**src/rtl/water_pkg.sv**
```systemverilog
// Shared types and constants for the keypad scanner front end.
package water_pkg;

    // Scanner FSM states.
    typedef enum logic [1:0] {
        SCAN     = 2'd0,
        DEBOUNCE = 2'd1,
        ACCEPT   = 2'd2,
        HELD     = 2'd3
    } scan_state_e;

    // Active-low one-hot column drive patterns.
    localparam logic [3:0] COL0 = 4'b1110;
    localparam logic [3:0] COL1 = 4'b1101;
    localparam logic [3:0] COL2 = 4'b1011;
    localparam logic [3:0] COL3 = 4'b0111;

    // Key code is {row_idx[1:0], col_idx[1:0]}.
    localparam int KEY_CODE_W = 4;

    // Column drive pattern for a column index.
    function automatic logic [3:0] col_drive(input logic [1:0] idx);
        logic [3:0] drive;
        case (idx)
            2'd0:    drive = COL0;
            2'd1:    drive = COL1;
            2'd2:    drive = COL2;
            default: drive = COL3;
        endcase
        return drive;
    endfunction

    // Index of the lowest active-low row; scanning downwards lets the
    // lowest index overwrite higher ones.
    function automatic logic [1:0] decode_row(input logic [3:0] rows);
        logic [1:0] idx;
        idx = 2'd0;
        for (int i = 3; i >= 0; i--) begin
            if (!rows[i]) idx = 2'(i);
        end
        return idx;
    endfunction

endpackage

```
**src/rtl/row_sync.sv**
```systemverilog
// Two-flop synchroniser for the asynchronous, active-low keypad rows.
module row_sync (
    input  logic       clk,
    input  logic       rst,
    input  logic [3:0] row_i,
    output logic [3:0] row_o
);

    logic [3:0] meta_q;
    logic [3:0] sync_q;

    // Resolve metastability over two stages; idle level is all rows high.
    always_ff @(posedge clk or posedge rst) begin
        if (rst) begin
            meta_q <= 4'hF;
            sync_q <= 4'hF;
        end else begin
            // NOTE: non-blocking so both stages sample the pre-edge values and form a real two-flop chain.
            meta_q <= row_i;
            sync_q <= meta_q;
        end
    end

    assign row_o = sync_q;

endmodule

```
**src/rtl/keypad_scanner.sv**
```systemverilog
// Matrix keypad scanner: column rotation, row sampling, press/release
// debounce and a single-cycle strobe per accepted key.
module keypad_scanner
    import water_pkg::*;
#(
    parameter int SCAN_DIV     = 4,
    parameter int DEBOUNCE_CNT = 3
) (
    input  logic                  clk,
    input  logic                  rst,
    input  logic [3:0]            row_in,
    output logic [3:0]            col,
    output logic                  key_valid,
    output logic [KEY_CODE_W-1:0] key_code,
    output logic                  key_down
);

    localparam int DIV_W = $clog2(SCAN_DIV);
    localparam int DEB_W = $clog2(DEBOUNCE_CNT + 1);

    logic [3:0]            row_s;
    logic                  row_any_low;
    logic [1:0]            row_idx;
    logic                  tick;

    logic [DIV_W-1:0]      div_q,      div_d;
    logic [1:0]            col_idx_q,  col_idx_d;
    scan_state_e           state_q,    state_d;
    logic [1:0]            cand_row_q, cand_row_d;
    logic [1:0]            cand_col_q, cand_col_d;
    logic [DEB_W-1:0]      deb_cnt_q,  deb_cnt_d;
    logic [DEB_W-1:0]      deb_inc;
    logic                  deb_done;
    logic [KEY_CODE_W-1:0] key_code_q, key_code_d;
    logic                  key_down_q, key_down_d;

    row_sync u_row_sync (
        .clk   (clk),
        .rst   (rst),
        .row_i (row_in),
        .row_o (row_s)
    );

    assign row_any_low = (row_s != 4'hF);
    assign row_idx     = decode_row(row_s);
    assign tick        = (div_q == DIV_W'(SCAN_DIV - 1));
    assign deb_inc     = deb_cnt_q + DEB_W'(1);
    assign deb_done    = (deb_inc == DEB_W'(DEBOUNCE_CNT));

    // Free-running dwell divider; its last count is the sample tick.
    always_comb begin
        div_d = tick ? '0 : div_q + DIV_W'(1);
    end

    // Scanner next state: column rotation, candidate latch, debounce counting.
    always_comb begin
        // NOTE: every output of this block gets a default first, so no path leaves a value unassigned and no latch is inferred.
        state_d    = state_q;
        col_idx_d  = col_idx_q;
        cand_row_d = cand_row_q;
        cand_col_d = cand_col_q;
        deb_cnt_d  = deb_cnt_q;
        key_code_d = key_code_q;
        key_down_d = key_down_q;

        case (state_q)
            SCAN: begin
                if (tick) begin
                    if (row_any_low) begin
                        // Freeze the column on the detecting one and remember the key.
                        cand_row_d = row_idx;
                        cand_col_d = col_idx_q;
                        deb_cnt_d  = DEB_W'(1);
                        if (DEBOUNCE_CNT == 1) begin
                            state_d    = ACCEPT;
                            key_code_d = {row_idx, col_idx_q};
                            key_down_d = 1'b1;
                        end else begin
                            state_d = DEBOUNCE;
                        end
                    end else begin
                        col_idx_d = col_idx_q + 2'd1;
                    end
                end
            end

            DEBOUNCE: begin
                if (tick) begin
                    if (row_any_low && (row_idx == cand_row_q)) begin
                        deb_cnt_d = deb_inc;
                        if (deb_done) begin
                            // Code and key_down are loaded on entry so they show during the strobe.
                            state_d    = ACCEPT;
                            key_code_d = {cand_row_q, cand_col_q};
                            key_down_d = 1'b1;
                        end
                    end else begin
                        state_d   = SCAN;
                        col_idx_d = col_idx_q + 2'd1;
                        deb_cnt_d = '0;
                    end
                end
            end

            ACCEPT: begin
                state_d   = HELD;
                deb_cnt_d = '0;
            end

            HELD: begin
                if (tick) begin
                    if (row_any_low) begin
                        deb_cnt_d = '0;
                    end else if (deb_done) begin
                        key_down_d = 1'b0;
                        state_d    = SCAN;
                        col_idx_d  = col_idx_q + 2'd1;
                        deb_cnt_d  = '0;
                    end else begin
                        deb_cnt_d = deb_inc;
                    end
                end
            end

            default: begin
                state_d = SCAN;
            end
        endcase
    end

    // State registers; reset discards any pending candidate.
    always_ff @(posedge clk or posedge rst) begin
        if (rst) begin
            div_q      <= '0;
            col_idx_q  <= 2'd0;
            state_q    <= SCAN;
            cand_row_q <= 2'd0;
            cand_col_q <= 2'd0;
            deb_cnt_q  <= '0;
            key_code_q <= '0;
            key_down_q <= 1'b0;
        end else begin
            div_q      <= div_d;
            col_idx_q  <= col_idx_d;
            state_q    <= state_d;
            cand_row_q <= cand_row_d;
            cand_col_q <= cand_col_d;
            deb_cnt_q  <= deb_cnt_d;
            key_code_q <= key_code_d;
            key_down_q <= key_down_d;
        end
    end

    assign col       = col_drive(col_idx_q);
    assign key_valid = (state_q == ACCEPT);
    assign key_code  = key_code_q;
    assign key_down  = key_down_q;

endmodule

```
**config.mk**
```make
export PLATFORM = sky130hd
export DESIGN_NAME = keypad_scanner
export DESIGN_NICKNAME = d
export VERILOG_FILES = /design/src/rtl/water_pkg.sv /design/src/rtl/row_sync.sv /design/src/rtl/keypad_scanner.sv
export SDC_FILE = /design/constraint.sdc
export NUM_CORES = 1
export LEC_CHECK = 0
export CAP_MARGIN = 10
export CORE_ASPECT_RATIO = 0.6
export CORE_MARGIN = 4
export CORE_UTILIZATION = 45
export DETAILED_ROUTE_END_ITERATION = 12
export PLACE_DENSITY_LB_ADDON = 0.08
export SLEW_MARGIN = 20
export SYNTH_ARGS = -nofsm -noshare
export SYNTH_HDL_FRONTEND = slang
export SYNTH_SLANG_ARGS = --single-unit
export TNS_END_PERCENT = 1
```
**constraint.sdc**
```tcl
create_clock -name clk -period 3.5 [get_ports clk]
set_input_delay 0.525 -clock clk [delete_from_list [all_inputs] [get_ports clk]]
set_output_delay 0.525 -clock clk [all_outputs]
set_load 0.005 [all_outputs]
```
==> flow_summary.toml <==
[placement]
dpl.hpwl_um = 1650
place_ws_ns = 1.55
gp_congestion = 0.822
port_buffers = 15

[power]
power_density_nw_per_um2 = 691
p_clk_frac = 0.163
netSwitchingFraction = 0.360
intPower_mw = 0.669
p_sw_mw = 0.377
power_frac_seq = 0.417
p_comb_frac = 0.420
vdd_drop_max_mv = 0.295
leakage_nw = 0.686

[final_layout]
final_nets = 150
drive_above_1_share = 0.206
final_util = 0.576
fill_cells = 226
multiInputGateArea_um2 = 593
antenna_cells = 0
seq_area_um2 = 636
area_delta_synth_final_pct = 16.3

[critical_path]
critical_path_class = "register to output pin"
required_ns = 2.97
cp_num_buf_inv = 3
critPathArrivalTime_ns = 1.51
crit_path_frequent_cell = "inv_1"
critPathSlowestCell = "clkdlybuf4s50_1"
crit_fanout = 4
crit_path_start_kind = "register"
crit_chain = "inv_1 -> ha_1 -> inv_1 -> clkdlybuf4s50_1"
slowest_delay_ns = 0.49
cp-end-kind = "output pin"
critPathTopFamily = "buffers and inverters"

[timing]
fin_tns_setup_ns = 0
hold_viol_final = 0
worst_slew_pin_slew_ns = 0.918
whs_ns = 0.359
skew_ns = 0.00808
final_max_slew_viol_count = 0
grt_setup_unrepaired = "false"
slew_headroom = 0.387
max_freq_ghz = 0.492
period_share = 0.581
fin_crit_ns = 2.03
worst_slack_ns = 1.47
setup_viol = 0

[synthesis]
postSynthAreaPerCell_um2 = 11.3
yosys_warnings = 0
synth_edf_count = 0
ys_seq_area_frac = 0.488
synth_cell_type_count = 36
synth_nets = 133
synthCells = 115
synth_flop_cell = "dfrtp_1"
ys_seq_elements = 25
synthArstFlopShare = 1.00
netlist_area_um2 = 1300

[detailed_routing]
drt_pass1_iterations = 4
drc = 0
vias = 846
drt_iter0_drc = 40
wire_per_inst_um = 13.4
ant_nets = 0
viasPerCell = 5.19
wl_um = 2190

[grt]
globalRouteTotalUtil = 0.130
grt_overflow = 0
grt_pass1_wl_um = 3940
first_global_vias = 812
grt_max_degree = 26
antenna_found_initial = 0

[floorplanning]
dieArea_um2 = 3840
start_util = 0.495
die_y_um = 49.7
io_pins = 16
die_w_um = 77.4
rows = 14
core_area_um2 = 2630

[clock_network]
clkSlewWorstSetupHoldPaths_ns = 0.08
clkLatencyLatePin_ns = 0.27
h-tree-depth = 1
ctsRootBufferMaster = "clkbuf_8"
cts_buffers = 3
cts_tree = "built"
cts_max_path_buffers = 2
post_cts_buffers = 0
clock_sinks = 25
cts_hold_buf = 0
cts_resized = 0

[status]
status = "completed"

[flow_run]
drv_cap = 0

[min_path]
hold_path.class = "register to register"
## final timing paths
check,start,endpoint,slack [ns],cells after the start
max,col_idx_q[0],col[2],1.47,4
min,u_row_sync.meta_q[3],u_row_sync.row_o[3],0.36,0
max reg2reg,register,key_code[3],1.58,7
min reg2reg,u_row_sync.meta_q[3],u_row_sync.row_o[3],0.36,0
max in group asynchronous,rst,col_idx_q[1],2.18,2
min in group asynchronous,rst,cand_row_q[1],0.75,2
## state kept, by name, summed over array words and instances (netlist names), named ones only
signal and cells:
cand_row_q 2, col_idx_q 2, cand_col_q 2, deb_cnt_q 2
div_q 2, key_down 1, key_code 4, state_q 1
u_row_sync.row_o 4, u_row_sync.meta_q 4
## worst register-to-register path: stages (launching register included)
cell and delay, ns:
dfrtp_1 0.42, inv_1 0.09, ha_1 0.20, inv_1 0.10
nor3b_1 0.23, o211ai_2 0.20, nor2_4 0.26, mux2_4 0.32
## synthesized netlist by cell type (2+ instances only)
master    number  share of area
nand2_1       11          0.032
mux2_4         5          0.058
nand2b_1       2         0.0096
inv_1         13          0.038
dfstp_2        8           0.16
o21ai_0        6          0.023
nor2_1         5          0.014
nand3_1        3          0.012
dfrtp_1       17           0.33
ha_1          12           0.12
nor3_1         2         0.0077
a21oi_1        2         0.0077
mux2i_1        2          0.015
a31oi_1        3          0.014
nand2_2        3          0.014
## cell type report
cell class	count	area share
Clock buffer	3	0.0273
Clock inverter	1	0.00331
Inverter	13	0.0322
Multi-Input combinational cell	74	0.392
Sequential cell	25	0.420
Tap cell	32	0.0264
Timing Repair Buffer	15	0.0992
## cells by family (layout without fill, tap and decap cells)
group | Yosys count | count (layout) | share of synthesized area
and+or+nand+nor | 33 | 33 | 0.138
buffers and inverters | 16 | 32 | 0.0558
adders and majority gates | 12 | 12 | 0.115
AOI/OAI and AO/OA | 21 | 21 | 0.123
DFF | 25 | 25 | 0.488
muxes | 7 | 7 | 0.0731
xor gates and xnor gates | 1 | 1 | 0.00673
## layout by cell type (no fill, tap or decap), drive strengths merged, types with 2 or more instances in the layout
cell            n
nand2          14
dfrtp          17
nor3b           2
nand3           3
mux2i           2
clkbuf          3
inv            13
nor2            6
nor3            2
mux2            5
nand2b          2
a21oi           2
o21ai           6
a31oi           3
ha             12
dfstp           8
clkdlybuf4s50  15
## power groups by stage
stage / clock network [mW] / registers [mW] / logic (mW)
5_1_grt: 0.193 / 0.448 / 0.499
6_report: 0.170 / 0.437 / 0.439
2_1_floorplan: 0 / 0.416 / 0.314
4_1_cts: 0.176 / 0.436 / 0.443
3_3_place_gp: 0 / 0.440 / 0.430
3_5_place_dp: 0 / 0.442 / 0.440
## routing by layer
layer,global-route usage,vias up,routed length [µm]
met5,0,-,0
met4,0.0266,0,8
met3,0.0509,2,81
met2,0.169,15,831
met1,0.198,405,1260
li1,-,424,-
## metrics by stage
stage	cells	instance area, µm²	power [mW]
after floorplan	115	1300	0.730
after global placement	159	1470	0.869
after detailed placement	159	1470	0.883
after CTS	163	1510	1.06
after global routing	163	1510	1.14
final	163	1510	1.05
Power figures use the tool's default switching activity.
